[config.mk]
export PLATFORM = sky130hd
export DESIGN_NAME = bee_motion_flat
export DESIGN_NICKNAME = d
export VERILOG_FILES = /design/src/rtl/bee_motion_pkg.sv /design/src/rtl/bee_motion_if.sv /design/src/rtl/bee_motion_btn_sync.sv /design/src/rtl/bee_motion.sv /design/src/flat_wrapper.sv
export SDC_FILE = /design/constraint.sdc
export NUM_CORES = 1
export LEC_CHECK = 0
export CORE_UTILIZATION = 39
export DETAILED_ROUTE_END_ITERATION = 10
export PLACE_DENSITY_LB_ADDON = 0.08
export SETUP_SLACK_MARGIN = 0.15
export SYNTH_ARGS = -nofsm -noshare
export SYNTH_HDL_FRONTEND = slang
export SYNTH_SLANG_ARGS = --single-unit
[constraint.sdc]
create_clock -name clk_pix -period 2.3 [get_ports clk_pix]
set_input_delay 0.46 -clock clk_pix [delete_from_list [all_inputs] [get_ports clk_pix]]
set_output_delay 0.46 -clock clk_pix [all_outputs]
set_load 0.05 [all_outputs]
[src/rtl/bee_motion_pkg.sv]
// Shared screen geometry and state encoding for the Bee sprite position controller.
package bee_motion_pkg;
  localparam int CORDW = 10;
  localparam int H_RES = 640;
  localparam int V_RES = 480;
  localparam int BEE_W = 34;
  localparam int BEE_H = 20;
  localparam int MAX_X = H_RES - BEE_W;

  typedef enum logic [1:0] {
    MANUAL = 2'd0,
    AUTO_R = 2'd1,
    AUTO_L = 2'd2
  } bee_state_e;
endpackage

[src/rtl/bee_motion_if.sv]
// Timing coordinates and buttons in, sprite position and status out.
interface bee_motion_if;
  import bee_motion_pkg::*;

  logic [CORDW-1:0] sx;
  logic [CORDW-1:0] sy;
  logic             btn_left;
  logic             btn_right;
  logic [CORDW-1:0] BeeX;
  logic [CORDW-1:0] BeeY;
  logic             frame_tick;
  logic             auto_mode;

  modport master (
    output sx, sy, btn_left, btn_right,
    input  BeeX, BeeY, frame_tick, auto_mode
  );

  modport slave (
    input  sx, sy, btn_left, btn_right,
    output BeeX, BeeY, frame_tick, auto_mode
  );
endinterface

[src/rtl/bee_motion_btn_sync.sv]
// Two-flop synchronizer bringing a raw button level into the pixel clock domain.
module bee_motion_btn_sync (
  input  logic clk_pix,
  input  logic rst_pix,
  input  logic async_i,
  output logic sync_o
);
  logic meta_q;
  logic sync_q;

  always_ff @(posedge clk_pix or posedge rst_pix) begin
    if (rst_pix) begin
      meta_q <= 1'b0;
      sync_q <= 1'b0;
    end else begin
      meta_q <= async_i;
      sync_q <= meta_q;
    end
  end

  assign sync_o = sync_q;
endmodule

[src/rtl/bee_motion.sv]
// Per-frame Bee sprite X controller: manual steering from two buttons, with an
// attract mode that bounces the sprite between screen edges after an idle period.
module bee_motion
  import bee_motion_pkg::*;
#(
  parameter logic [CORDW-1:0] BEE_Y       = 10'd400,
  parameter logic [CORDW-1:0] START_X     = 10'd303,
  parameter int               STEP        = 2,
  parameter int               IDLE_FRAMES = 600
) (
  input  logic      clk_pix,
  input  logic      rst_pix,
  bee_motion_if.slave bus
);
  localparam int               IDLE_W    = $clog2(IDLE_FRAMES + 1);
  localparam logic [IDLE_W-1:0] IDLE_LAST = IDLE_W'(IDLE_FRAMES - 1);
  localparam logic [IDLE_W-1:0] IDLE_ONE  = IDLE_W'(1);
  localparam logic [CORDW:0]   STEP_W    = (CORDW + 1)'(STEP);
  localparam logic [CORDW:0]   MAX_W     = (CORDW + 1)'(MAX_X);
  localparam logic [CORDW-1:0] MAX_XC    = CORDW'(MAX_X);
  localparam logic [CORDW-1:0] V_BLANK   = CORDW'(V_RES);

  logic [1:0] btn_raw;
  logic [1:0] btn_s;

  assign btn_raw = {bus.btn_right, bus.btn_left};

  for (genvar gi = 0; gi < 2; gi++) begin : g_sync
    bee_motion_btn_sync u_sync (
      .clk_pix (clk_pix),
      .rst_pix (rst_pix),
      .async_i (btn_raw[gi]),
      .sync_o  (btn_s[gi])
    );
  end

  bee_state_e       state_q, state_d;
  logic [CORDW-1:0] x_q, x_d;
  logic [IDLE_W-1:0] idle_q, idle_d;
  logic             tick_q;
  logic             auto_q;

  logic             any_btn, mv_l, mv_r;
  logic [CORDW:0]   sum_w, diff_w;
  logic [CORDW-1:0] left_x, right_x, moved_x;
  logic             at_right, at_left;

  assign any_btn = |btn_s;
  assign mv_l    = btn_s[0] & ~btn_s[1];
  assign mv_r    = btn_s[1] & ~btn_s[0];

  // One extra bit lets the borrow/carry drive saturation instead of wrapping.
  assign sum_w    = {1'b0, x_q} + STEP_W;
  assign diff_w   = {1'b0, x_q} - STEP_W;
  assign at_right = (sum_w >= MAX_W);
  assign at_left  = diff_w[CORDW] || (diff_w == '0);
  assign right_x  = at_right ? MAX_XC : sum_w[CORDW-1:0];
  assign left_x   = diff_w[CORDW] ? '0 : diff_w[CORDW-1:0];
  assign moved_x  = mv_l ? left_x : (mv_r ? right_x : x_q);

  always_ff @(posedge clk_pix or posedge rst_pix) begin
    if (rst_pix) begin
      tick_q  <= 1'b0;
      state_q <= MANUAL;
      x_q     <= START_X;
      idle_q  <= '0;
      auto_q  <= 1'b0;
    end else begin
      tick_q  <= (bus.sx == '0) && (bus.sy == V_BLANK);
      state_q <= state_d;
      x_q     <= x_d;
      idle_q  <= idle_d;
      auto_q  <= (state_d != MANUAL);
    end
  end

  always_comb begin
    state_d = state_q;
    x_d     = x_q;
    idle_d  = idle_q;
    if (tick_q) begin
      case (state_q)
        MANUAL: begin
          if (any_btn) begin
            idle_d = '0;
            x_d    = moved_x;
          end else if (idle_q == IDLE_LAST) begin
            // Entering attract leaves X untouched on this tick.
            idle_d  = '0;
            state_d = AUTO_R;
          end else begin
            idle_d = idle_q + IDLE_ONE;
          end
        end
        AUTO_R: begin
          if (any_btn) begin
            idle_d  = '0;
            state_d = MANUAL;
            x_d     = moved_x;
          end else if (at_right) begin
            x_d     = MAX_XC;
            state_d = AUTO_L;
          end else begin
            x_d = sum_w[CORDW-1:0];
          end
        end
        AUTO_L: begin
          if (any_btn) begin
            idle_d  = '0;
            state_d = MANUAL;
            x_d     = moved_x;
          end else if (at_left) begin
            x_d     = '0;
            state_d = AUTO_R;
          end else begin
            x_d = diff_w[CORDW-1:0];
          end
        end
        default: begin
          state_d = MANUAL;
          idle_d  = '0;
        end
      endcase
    end
  end

  assign bus.BeeX       = x_q;
  assign bus.BeeY       = BEE_Y;
  assign bus.frame_tick = tick_q;
  assign bus.auto_mode  = auto_q;
endmodule

[src/flat_wrapper.sv]
// flat-port wrapper written by rule: the top's interface ports become plain ports
module bee_motion_flat import bee_motion_pkg::*;
#(
  parameter logic [CORDW-1:0] BEE_Y       = 10'd400,
  parameter logic [CORDW-1:0] START_X     = 10'd303,
  parameter int               STEP        = 2,
  parameter int               IDLE_FRAMES = 600
)
  (clk_pix, rst_pix, bus_sx, bus_sy, bus_btn_left, bus_btn_right, bus_BeeX, bus_BeeY, bus_frame_tick, bus_auto_mode);
  bee_motion_if bus_i ();
  input  logic clk_pix;
  input  logic rst_pix;
  input wire logic [$bits(bus_i.sx)-1:0] bus_sx;
  input wire logic [$bits(bus_i.sy)-1:0] bus_sy;
  input wire logic [$bits(bus_i.btn_left)-1:0] bus_btn_left;
  input wire logic [$bits(bus_i.btn_right)-1:0] bus_btn_right;
  output wire logic [$bits(bus_i.BeeX)-1:0] bus_BeeX;
  output wire logic [$bits(bus_i.BeeY)-1:0] bus_BeeY;
  output wire logic [$bits(bus_i.frame_tick)-1:0] bus_frame_tick;
  output wire logic [$bits(bus_i.auto_mode)-1:0] bus_auto_mode;
  assign bus_i.sx = bus_sx;
  assign bus_i.sy = bus_sy;
  assign bus_i.btn_left = bus_btn_left;
  assign bus_i.btn_right = bus_btn_right;
  assign bus_BeeX = bus_i.BeeX;
  assign bus_BeeY = bus_i.BeeY;
  assign bus_frame_tick = bus_i.frame_tick;
  assign bus_auto_mode = bus_i.auto_mode;
  bee_motion #(.BEE_Y(BEE_Y), .START_X(START_X), .STEP(STEP), .IDLE_FRAMES(IDLE_FRAMES)) u_core (.clk_pix(clk_pix), .rst_pix(rst_pix), .bus(bus_i));
endmodule
==> results.toml, run 1 <==
[outcome]
run_status = "finished, violations left"
violations = "setup timing"

[synthesis]
synth-edff-count = 0
synth_warnings = 0
synth_top_area_share_pct = 20.4
ys_seq_area_share_pct = 26.2
syn_avg_cell_area_um2 = 7.83
synthTopCellsByArea = "dfrtp_1 20%, dfstp_2 5.8%, nand2_1 5.8%"
syn_inst = 345
ys_ff_latch = 28
synthTopCellsByCount = "42 x nand2_1, 24 x nor2_1, 23 x o21ai_0"
synth_ff_type = "dfrtp_1"
yosysMostFrequentCell = "nand2_1"
synth.distinct_cells = 72
synth-async-reset-ratio_pct = 100
synth_largest_area_cell = "dfrtp_1"
synth.cell_area_um2 = 2700

[grt]
overflow = 0
grt_pass1_wl_mm = 14.5
track_usage_pct = 25.6
grt_pass1_vias = 2895
grt_max_degree = 21
antenna_found_initial = 0

[clocking]
path_clk_slew_ps = 110
htreeDepth = 1
clk_path_buf_depth = 2
clock-sinks = 28
cts_root_buffer = "clkbuf_8"
cts_hold_buf = 0
clkLatencyLatePin_ps = 290
cts_tree = "built"
numCtsBuffers = 3

[timing]
grt_setup_unrepaired = "yes"
layout_setup_ws_ps = -131
slew_headroom_pct = 62.5
report.final.slew_viol_count = 0
max_freq_mhz = 411
worstMarginPinSlew_ps = 562
whs_ps = 362
fin_crit_sh_pct = 106
period_minus_slack_ps = 2430
skew_ps = 9.47
setup_violations = 12
hold_violations = 0

[final_layout]
finalNonFillerCells = 508
area_growth_pct = 41.2
drive_gt1_share_pct = 31.3
diodes = 0
post-route-cell-area_um2 = 3820
nFillCells = 631
final_nets = 464
final_core_util_pct = 58.4

[floorplanning]
io_pins = 46
rows = 29
fp.dieH_um = 85.2
die_area_um2 = 7270
die_width_um = 85.2
start_util_pct = 41.4
core_um2 = 6530

[critical_path]
r2r_cells = 11
crit_type = "reg2reg"
ff2ff_setup_slack_ps = -130
startpoint_type = "register"
r2r-end = "u_core.bus.BeeX[3]$_DFFE_PP1P_"
critical_path_required_ps = 2520
arrival_ps = 2650
critPathMaxFanout = 5
critPathCaptureType = "register"
reg2reg_from = "u_core.bus.BeeX[1]$_DFFE_PP1P_"

[placement]
place_area_um2 = 3480
port_buffers = 35
dp_hpwl_mm = 6.58
gp_congestion = 0.877
place_inst = 492

[worst_hold_path]
hold_depth = 0
hold_end = "u_core.g_sync[0].u_sync.sync_o$_DFF_PP0_"
hp-class = "reg2reg"
hold_start = "u_core.g_sync[0].u_sync.meta_q$_DFF_PP0_"

[power]
power.share.sequential_pct = 47.4
power.density_nw_per_um2 = 275
power.internal_uw = 787
clkPwrFrac_pct = 38.8
leakage_nw = 1.63
switching_share_pct = 25.1
ir_drop_mv = 0.213
total_switching_power_uw = 264
total_power_mw = 1.05
combPwrFrac_pct = 13.8

[route]
drtIter0Drc = 237
viasPerCell = 5.84
drc = 0
drt-total-wl_mm = 8.82
first_pass_iters = 5
antenna_left = 0
wire_per_inst_um = 17.4
vias = 2968

[job]
cap_viol_max_count = 0
## logic make-up (layout without fill, tap and decap cells)
kind of cell               Yosys count  count (layout)  share of synthesized area [%]
AOI/OAI and AO/OA                  100             100                           26.7
DFF                                 28              28                           26.2
xor gates and xnor gates            15              15                           4.86
buffers and inverters               52             130                           10.1
muxes                                3               3                           1.11
adders and majority gates            8               8                           3.70
and+or+nand+nor                    137             137                           27.0
other                                2              10                          0.278
## cell type report
class                           count  area (um2)  area share [%]
Clock inverter                      1        30.0           0.787
Timing Repair Buffer              107         915            24.0
Inverter                           19        73.8            1.93
Clock buffer                        3        41.3            1.08
Multi-Input combinational cell    273        1940            51.0
Tap cell                           77        96.3            2.52
Sequential cell                    28         716            18.8
## repair_timing
item / CTS / global route
gates cloned: 1 / 0
pin swaps: 16 / 12
endpoints found under the setup margin: 16 / 21
gates resized for setup: 30 / 12
buffers inserted: 7 / 4
## through the flow
step | setup TNS, ps | setup slack (ps)
finish | -1050 | -131
CTS | -788 | -107
detailed placement | -1260 | -181
floorplan | -1480 | -278
global placement | -1020 | -154
global route | -2130 | -228
## routing by layer
metal  up-vias  share of wire, %  track usage, %
met5         -                 0               0
met3        23               4.8            2.33
met2       123                48            43.9
met4         0               2.8            9.86
li1       1408                 -               -
met1      1414                44            33.4
## power groups by stage
stage | Sequential (mW) | Combinational (mW) | Clock [mW]
after floorplan | 0.506 | 0.0921 | 0
after global placement | 0.507 | 0.141 | 0
after detailed placement | 0.507 | 0.143 | 0
after CTS | 0.498 | 0.145 | 0.421
after global routing | 0.499 | 0.157 | 0.440
final | 0.498 | 0.145 | 0.408
## placed cells by master (no fill, tap or decap), types with 3 or more instances in the layout
cell type	n
nor3_1	11
clkbuf_8	3
buf_4	72
dfstp_2	4
xnor2_1	10
buf_6	5
nand3_1	12
conb_1	10
xor2_1	5
o21ai_2	3
nand4_1	3
dfrtp_1	22
clkdlybuf4s50_1	24
nor2_1	23
o21ai_0	20
nand2_2	3
a21oi_1	13
nor4_1	6
o22ai_1	3
nand2b_1	4
inv_1	17
o21ai_1	3
nand2_1	39
and3_1	5
ha_1	6
a22o_1	5
a31oi_1	8
o31ai_1	3
## worst max-delay path: stages, from the launching register on
cell,delay [ps]
dfstp_4,660
inv_4,40
ha_4,260
nor3b_4,190
o2111ai_1,140
nor2_2,160
nor3_2,70
a211oi_4,290
buf_4,180
buf_6,120
o22ai_1,90
a211oi_2,150
## how the worst max path moves through the flow
stage,from,slack [ps],end,depth (start not counted)
finish,u_core.bus.BeeX[1]$_DFFE_PP1P_,-130,u_core.bus.BeeX[3]$_DFFE_PP1P_,11
global route,u_core.bus.BeeX[1]$_DFFE_PP1P_,-230,u_core.bus.BeeX[3]$_DFFE_PP1P_,11
CTS,u_core.bus.BeeX[1]$_DFFE_PP1P_,-110,u_core.bus.BeeX[3]$_DFFE_PP1P_,10
detailed placement,u_core.bus.BeeX[2]$_DFFE_PP1P_,-180,u_core.bus.auto_mode$_DFF_PP0_,9
global placement,u_core.bus.BeeX[2]$_DFFE_PP1P_,-150,u_core.bus.auto_mode$_DFF_PP0_,9
floorplan,u_core.bus.BeeX[1]$_DFFE_PP1P_,-280,u_core.bus.auto_mode$_DFF_PP0_,10
## flip-flops by register name (all words and copies together) (netlist names)
register,flops
u_core.bus.BeeX,10
u_core.idle_q,10
u_core.g_sync.u_sync.meta_q,2
u_core.g_sync.u_sync.sync_o,2
u_core.state_q,2
u_core.bus.auto_mode,1
u_core.bus.frame_tick,1
No activity file was read; power rests on OpenSTA's default activity.
==> run 2, diff against run 1 <==
- SKIP_LAST_GASP: default -> 1
==> results.toml, run 2 (synthesis results as in run 1) <==
[critical_path]
critPathCaptureType = "register"
arrival_ps = 2650
cpMaxStageDelayCell = "dfstp_4"
critPathMaxFanout = 4
r2r-end = "u_core.bus.BeeX[6]$_DFFE_PP0P_"
r2r_cells = 10
reg2reg_from = "u_core.bus.BeeX[1]$_DFFE_PP1P_"
critical_path_required_ps = 2490
crit_type = "reg2reg"
crit_chain = "buf_6, buf_4, nor2_1, nor4b_4, xnor2_1, buf_4, a211oi_2, o21ai_2, o21a_1, o32ai_2"
startpoint_type = "register"
cpPeakStageDelay_ps = 510
cp_common_cell = "buf_4"
ff2ff_setup_slack_ps = -160

[power]
ir_drop_mv = 0.216
leakage_nw = 1.63
power.density_nw_per_um2 = 274

[route]
antenna_left = 0
viasPerCell = 5.78
first_pass_iters = 5
drtIter0Drc = 274
drc = 0
drt-total-wl_mm = 8.71
vias = 2943
wire_per_inst_um = 17.1

[final_layout]
mostFrequentLayoutCell = "buf_4"
final_nets = 465
diodes = 0
regArea_um2 = 716
post-route-cell-area_um2 = 3820
drive_gt1_share_pct = 31.9
finalNonFillerCells = 509
multi_input_area_um2 = 1940
nFillCells = 633
final_cell_mix = "74 x buf_4, 41 x nand2_1, 24 x clkdlybuf4s50_1"
area_growth_pct = 41.3

[worst_hold_path]
hold_depth = 0
hp-class = "reg2reg"
hold_end = "u_core.g_sync[0].u_sync.sync_o$_DFF_PP0_"
hold_start = "u_core.g_sync[0].u_sync.meta_q$_DFF_PP0_"

[grt]
antenna_found_initial = 0
use_met1_pct = 33.1
overflow = 0
grt_pass1_vias = 2905
grt_max_degree = 21
grt_use_met2_pct = 43.3
top_usage_layer = "met2"
grt_pass1_wl_mm = 14.4
grt.met3_usage_pct = 2.43
track_usage_pct = 25.5

[job]
cap_viol_max_count = 0

[clocking]
numCtsBuffers = 3
cts_tree = "built"
clock-sinks = 28
clk_path_buf_depth = 2
cts_root_buffer = "clkbuf_8"
htreeDepth = 1
path_clk_slew_ps = 110
cts_hold_buf = 0
clkLatencyLatePin_ps = 280

[timing]
report.final.slew_viol_count = 0
whs_ps = 361
skew_ps = 9.66
fin_crit_sh_pct = 107
setup_violations = 12
hold_violations = 0
layout_setup_ws_ps = -163
setup_total_negative_slack_ps = -1160
period_minus_slack_ps = 2460
max_freq_mhz = 406
slew_headroom_pct = 62.6
grt_setup_unrepaired = "yes"
worstMarginPinSlew_ps = 561

[placement]
place_area_um2 = 3480
dp_hpwl_mm = 6.58
port_buffers = 35
gp_congestion = 0.877
place_ws_ps = -181
place_inst = 492

[floorplanning]
die_width_um = 85.2
rows = 29
io_pins = 46
start_util_pct = 41.4
fp.dieH_um = 85.2
core_um2 = 6530
die_area_um2 = 7270

[outcome]
violations = "setup timing"
run_status = "finished, violations left"
## run 2: cell types whose count changed in the layout (fill, tap and decap cells not counted), sizes merged
cell,before,now
buf,79,80
## run 2: layout make-up
type                       count  area share (%)
multi-input combinational    273            50.9
timing repair buffer         108            24.0
sequential                    28            18.7
tap                           77            2.52
inverter                      19            1.93
clock buffer                   3            1.08
clock inverter                 1           0.786
## run 2: worst max path at each step
stage / start / end / slack (ps) / cells past startpoint
floorplan: u_core.bus.BeeX[1]$_DFFE_PP1P_ / u_core.bus.auto_mode$_DFF_PP0_ / -280 / 10
global placement: u_core.bus.BeeX[2]$_DFFE_PP1P_ / u_core.bus.auto_mode$_DFF_PP0_ / -150 / 9
detailed placement: u_core.bus.BeeX[2]$_DFFE_PP1P_ / u_core.bus.auto_mode$_DFF_PP0_ / -180 / 9
CTS: u_core.bus.BeeX[1]$_DFFE_PP1P_ / u_core.bus.BeeX[3]$_DFFE_PP1P_ / -120 / 10
global route: u_core.bus.BeeX[1]$_DFFE_PP1P_ / u_core.bus.BeeX[3]$_DFFE_PP1P_ / -230 / 11
finish: u_core.bus.BeeX[1]$_DFFE_PP1P_ / u_core.bus.BeeX[6]$_DFFE_PP0P_ / -160 / 10
## run 2: power breakdown
group          switching [mW]  internal, mW  leakage, nW
combinational          0.0883        0.0575         1.24
sequential            0.00215         0.496        0.356
clock                   0.170         0.233       0.0357
total                   0.260         0.787         1.63
## run 2: worst max-delay path, delay by kind of cell, from the launching register on
kind / cells / cell delay, ps
flip-flops: 1 / 510
buffers and inverters: 3 / 440
AND/OR/NAND/NOR: 2 / 490
AO/OA/AOI/OAI: 4 / 830
XOR/XNOR: 1 / 110
## run 2: metal layers
| layer | wire [um] | vias to the layer above |
|---|---|---|
| met5 | 0 | - |
| met4 | 202 | 0 |
| met3 | 451 | 15 |
| met2 | 4230 | 106 |
| met1 | 3830 | 1411 |
| li1 | - | 1411 |
## run 2: what timing repair did
item                       CTS  global route
setup buffers                7             5
gates resized for setup     27            13
setup endpoints to repair   16            21
gates cloned                 1             0
pin swaps                   16            14
## run 2: through the flow
step	power, mW	utilization (%)
after floorplan	0.598	-
after global placement	0.648	53.4
after detailed placement	0.650	53.4
after CTS	1.06	57.0
after global routing	1.10	58.5
final	1.05	58.5
